File: src/rtl/exec_unit.sv
// Sequenced read-read-execute-writeback stage for an 8x16 register file.
// Optional macro EXEC_UNIT_SAMEREG_EN: skip the second read when both sources match.
module exec_unit #(
    parameter int WIDTH = 16
) (
    input  logic             clk,
    input  logic             reset_n,
    input  logic             start,
    input  logic [2:0]       rd_a,
    input  logic [2:0]       rd_b,
    input  logic [2:0]       rd_dst,
    input  logic [1:0]       shift,
    input  logic [1:0]       alu_op,
    input  logic [WIDTH-1:0] reg_data,
    output logic [2:0]       readnum,
    output logic [2:0]       writenum,
    output logic             write,
    output logic [WIDTH-1:0] wb_data,
    output logic             busy,
    output logic             done,
    output logic             z,
    output logic             n,
    output logic             v
);

    typedef enum logic [2:0] {
        S_IDLE = 3'd0,
        S_RDA  = 3'd1,
        S_RDB  = 3'd2,
        S_EXEC = 3'd3,
        S_WB   = 3'd4
    } state_t;

    state_t state_q, state_d;

    logic [2:0]       rd_a_q, rd_b_q, rd_dst_q;
    logic [1:0]       shift_q, op_q;
    logic [WIDTH-1:0] a_q, b_q, c_q;
    logic             z_q, n_q, v_q;

    logic [WIDTH-1:0] b_shifted;
    logic [WIDTH-1:0] alu_res;
    logic             alu_v;
    logic             same_src;

    assign same_src = (rd_a_q == rd_b_q);

    // State register
    always_ff @(posedge clk or negedge reset_n) begin
        if (!reset_n) begin
            state_q <= S_IDLE;
        end else begin
            state_q <= state_d;
        end
    end

    // Next-state logic
    always_comb begin
        state_d = state_q;
        case (state_q)
            S_IDLE: if (start) state_d = S_RDA;
`ifdef EXEC_UNIT_SAMEREG_EN
            S_RDA:  state_d = same_src ? S_EXEC : S_RDB;
`else
            S_RDA:  state_d = S_RDB;
`endif
            S_RDB:  state_d = S_EXEC;
            S_EXEC: state_d = S_WB;
            S_WB:   state_d = S_IDLE;
            default: state_d = S_IDLE;
        endcase
    end

    // Output logic
    always_comb begin
        readnum = 3'd0;
        write   = 1'b0;
        done    = 1'b0;
        busy    = (state_q != S_IDLE);
        case (state_q)
            S_RDA: readnum = rd_a_q;
            S_RDB: readnum = rd_b_q;
            S_WB: begin
                write = 1'b1;
                done  = 1'b1;
            end
            default: ;
        endcase
    end

    assign writenum = rd_dst_q;
    assign wb_data  = c_q;
    assign z        = z_q;
    assign n        = n_q;
    assign v        = v_q;

    always_comb begin
        b_shifted = b_q;
        case (shift_q)
            2'b01: b_shifted = {b_q[WIDTH-2:0], 1'b0};
            2'b10: b_shifted = {1'b0, b_q[WIDTH-1:1]};
            2'b11: b_shifted = {b_q[WIDTH-1], b_q[WIDTH-1:1]};
            default: ;
        endcase
    end

    // Overflow: operands of the effective sign agree but the result sign differs.
    always_comb begin
        alu_res = '0;
        alu_v   = 1'b0;
        case (op_q)
            2'b00: begin
                alu_res = a_q + b_shifted;
                alu_v   = (a_q[WIDTH-1] == b_shifted[WIDTH-1]) &&
                          (alu_res[WIDTH-1] != a_q[WIDTH-1]);
            end
            2'b01: begin
                alu_res = a_q - b_shifted;
                alu_v   = (a_q[WIDTH-1] != b_shifted[WIDTH-1]) &&
                          (alu_res[WIDTH-1] != a_q[WIDTH-1]);
            end
            2'b10: alu_res = a_q & b_shifted;
            default: alu_res = ~b_shifted;
        endcase
    end

    // Operation fields are captured only when a request is accepted.
    always_ff @(posedge clk or negedge reset_n) begin
        if (!reset_n) begin
            rd_a_q   <= 3'd0;
            rd_b_q   <= 3'd0;
            rd_dst_q <= 3'd0;
            shift_q  <= 2'b00;
            op_q     <= 2'b00;
        end else if (state_q == S_IDLE && start) begin
            rd_a_q   <= rd_a;
            rd_b_q   <= rd_b;
            rd_dst_q <= rd_dst;
            shift_q  <= shift;
            op_q     <= alu_op;
        end
    end

    always_ff @(posedge clk or negedge reset_n) begin
        if (!reset_n) begin
            a_q <= '0;
            b_q <= '0;
            c_q <= '0;
            z_q <= 1'b0;
            n_q <= 1'b0;
            v_q <= 1'b0;
        end else begin
            case (state_q)
                S_RDA: begin
                    a_q <= reg_data;
`ifdef EXEC_UNIT_SAMEREG_EN
                    if (same_src) b_q <= reg_data;
`endif
                end
                S_RDB: b_q <= reg_data;
                S_EXEC: begin
                    c_q <= alu_res;
                    z_q <= (alu_res == '0);
                    n_q <= alu_res[WIDTH-1];
                    v_q <= alu_v;
                end
                default: ;
            endcase
        end
    end

endmodule

File: config.mk
export PLATFORM = sky130hd
export DESIGN_NAME = exec_unit
export DESIGN_NICKNAME = d
export VERILOG_FILES = /design/src/rtl/exec_unit.sv
export SDC_FILE = /design/constraint.sdc
export NUM_CORES = 1
export LEC_CHECK = 0
export ABC_AREA = 0
export CAP_MARGIN = 10
export CORE_MARGIN = 2
export CORE_UTILIZATION = 57
export CTS_CLUSTER_SIZE = 14
export DETAILED_ROUTE_END_ITERATION = 6
export PLACE_DENSITY_LB_ADDON = 0.3
export SKIP_CTS_REPAIR_TIMING = 1
export SLEW_MARGIN = 20
export SYNTH_ARGS = -nofsm -noshare
export SYNTH_HDL_FRONTEND = slang
export SYNTH_SLANG_ARGS = --single-unit
File: constraint.sdc
create_clock -name clk -period 4.8 [get_ports clk]
set_clock_uncertainty 0.15 [all_clocks]
set_input_delay 0.72 -clock clk [delete_from_list [all_inputs] [get_ports clk]]
set_output_delay 0.72 -clock clk [all_outputs]
set_load 0.005 [all_outputs]
==> summary.txt, run 1 <==
Cell count after synthesis = 523
Fmax = 241 MHz
Clock Path Buffers = 2
Crit. End Element = flop
XOR/XNOR Fraction of Synth Area = 0.0210
Worst R2R Setup Slack = 0.65 ns
Seq cells post-synth = 66
Die extent in x = 97.7 um
Clk root buf = clkbuf_8
Clock sink count = 66
Seq/Total Area, Yosys = 0.330
Main combinational cell family by area after synthesis = compound AO/OA/AOI/OAI gates
Boundary Pins = 60
Core ar. = 0.00864 mm2
First-pass GRT wire length = 19800 um
Final period util = 0.866
Worst R2R End = z
Drc violations = 0
Status = completed
Sum Neg Setup Slack = 0 ns
Measured slew at the worst slew-check pin = 0.859 ns
Hold Crit Class = in -> async
Number of global-route vias before repair = 3890
MaxCap Viol Count = 0
Fraction of layout cells with a size suffix above 1 = 0.159
Final setup violation count = 0
Critical Setup Path Class = reg -> reg
GR Util All Layers = 0.257
Yosys warns = 0
Worst EP arrival = 4.26 ns
CTS buffer count = 9
Slew headroom = 0.427
WL/cell = 17.2 um
Vias = 4117
R2R depth = 12
Grt ovf = 0
Post-synthesis mux area share = 0.144
CTS tree = built
Core Rows = 34
Post-Synth Adder-Cell Area = 0.0955
Fill count = 700
Synth Area per Inst = 9.57 um2
EDFF count, synth = 0
ANT cells = 0
R2r startpoint = shift_q[0]
Iteration-0 DRC Markers = 335
Post-synthesis compound-gate area fraction = 0.202
Ys async rst share = 1.00
Fin. Hold Viols = 0
Simple-gate share of the synthesized area = 0.130
Req. time, crit path = 4.90 ns
Clock transition at path regs = 0.09 ns
Initial antenna violation count = 0
Die Area = 0.00955 mm2
Drt total wl = 11700 um
Min Tclk post-route = 4.15 ns
Area delta synth->final = 15.1%
Initial core utilization = 0.580
RSZ-0062 raised after global routing = false
Initial DRT Pass Iterations = 5
Worst setup SP type = flop
Clock latency on the worst-skew pair = 0.36 ns
Synthesized Nets = 592
Antenna Nets Post-Route = 0
Port-buffer cells = 59
HPWL after DPL = 8750 um
Last weighted congestion value of the routability-driven placer = 0.880
Critical Path Fanout Max = 18
Synth unique cells = 75
CTS H-tree depth = 3
Slew Limit Fails = 0
Drt via density = 6.04
Syn Std Cell Area = 0.00501 mm2
Die Span Y = 97.7 um
Largest net degree at the start of global routing = 52
Top FF cell, synth = dfrtp_1
Final #Nets = 638
-- Yosys cell counts (4+ instances only) --
master | number | area (um2)
clkbuf_1 | 11 | 41.3
a221oi_1 | 4 | 35.0
mux2i_1 | 18 | 180
nand3_1 | 5 | 25.0
buf_6 | 5 | 56.3
a21oi_1 | 30 | 150
xnor2_1 | 8 | 70.1
nor2b_1 | 8 | 50.1
inv_1 | 30 | 113
o21a_1 | 7 | 52.6
xor2_1 | 4 | 35.0
a211oi_1 | 5 | 37.5
mux2_2 | 44 | 495
a31oi_1 | 6 | 37.5
nand2_1 | 58 | 218
nor3_1 | 4 | 20.0
dfrtp_1 | 66 | 1650
nor4_1 | 5 | 31.3
ha_1 | 35 | 438
o211ai_1 | 10 | 75.1
o21ai_0 | 31 | 155
clkbuf_8 | 7 | 96.3
o31ai_1 | 4 | 30.0
nor2_1 | 33 | 124
nand2b_1 | 4 | 25.0
-- layout make-up --
cell class | instances | area [um2] | area share
Clock buffer | 10 | 128 | 0.0221
Clock inverter | 6 | 115 | 0.0200
Inverter | 34 | 128 | 0.0221
Multi-Input combinational cell | 393 | 2980 | 0.516
Sequential cell | 66 | 1650 | 0.287
Tap cell | 108 | 135 | 0.0234
Timing Repair Buffer | 65 | 631 | 0.109
-- worst max-delay path, cell delays in order, from the launching register on --
cell and delay, ns:
dfrtp_1 0.88, mux2i_1 0.15, o21ai_0 0.37, ha_1 0.42, a2111oi_0 0.46, o21ai_1 0.20
a31oi_1 0.37, nor2_1 0.11, o41ai_2 0.28, o21a_1 0.16, o31ai_1 0.08, and3_1 0.22
a31o_1 0.20
-- layer usage --
layer	wire, um	global-route usage	up-vias	share of wire
li1	-	-	1975	-
met1	5550	0.375	1947	0.47
met2	5160	0.385	176	0.44
met3	832	0.0640	19	0.071
met4	179	0.0652	0	0.015
met5	0	0	-	0
-- cell usage in the layout (no fill, tap or decap), types with 4 or more instances in the layout --
master	n
clkdlybuf4s50_1	58
a211oi_1	5
inv_1	30
dfrtp_1	66
o211ai_1	10
nor2b_1	8
nand2b_1	4
o21a_1	7
nor3_1	4
a31oi_1	6
a221oi_1	4
o31ai_1	4
mux2_2	44
clkbuf_8	9
nand3_1	5
nand2_1	58
nor4_1	5
xnor2_1	8
mux2i_1	18
nor2_1	33
a21oi_1	30
buf_4	6
ha_1	35
xor2_1	4
o21ai_0	31
-- state kept, by name, indices dropped and copies added, names as in the netlist --
signal and count:
writenum 3, wb_data 16, state_q 3, rd_b_q 3, a_q 16, v 1
b_q 16, shift_q 2, rd_a_q 3, z 1, op_q 2
-- how the worst max path moves through the flow --
| stage | from | endpoint | slack, ns | cells after the start |
|---|---|---|---|---|
| 4_1_cts | shift_q[0] | z | 0.66 | 12 |
| 2_1_floorplan | shift_q[0] | z | 1.36 | 16 |
| 6_report | shift_q[0] | z | 0.65 | 12 |
| 3_5_place_dp | shift_q[0] | z | 0.72 | 12 |
| 3_3_place_gp | shift_q[0] | z | 0.85 | 12 |
| 5_1_grt | shift_q[0] | z | 0.30 | 12 |
-- cells by family after synthesis --
family          Yosys count
compound gates          143
xor+xnor                 12
fa+ha+maj                37
buf+inv                  64
flops                    66
mux                      64
simple gates            137
-- per-stage QoR --
| step | instances | util | instance area (um2) | hold WS (ns) | setup slack, ns |
|---|---|---|---|---|---|
| after floorplan | 523 | - | 5010 | 0.274 | 1.36 |
| after global placement | 666 | 0.639 | 5520 | 0.302 | 0.853 |
| after detailed placement | 666 | 0.639 | 5520 | 0.306 | 0.721 |
| after CTS | 682 | 0.667 | 5760 | 0.134 | 0.664 |
| after global routing | 682 | 0.667 | 5760 | 0.147 | 0.299 |
| final | 682 | 0.667 | 5760 | 0.113 | 0.646 |
Power of run 1 is left out: the tool's default activity adds up to more than one toggle a clock period on the data nets, which glitch-free logic cannot reach.
==> run 2, diff against run 1 <==
==> constraint.sdc (replaced) <==
create_clock -name clk -period 4.8 [get_ports clk]
set_clock_uncertainty 0.15 [all_clocks]
set_input_delay 0.72 -clock clk [delete_from_list [all_inputs] [get_ports clk]]
set_output_delay 0.72 -clock clk [all_outputs]
set_load 0.02 [all_outputs]
==> results of run 2 <==
The final DEF is identical to that of run 1; final timing and power are the same.
Power of run 2 is left out for the same reason.
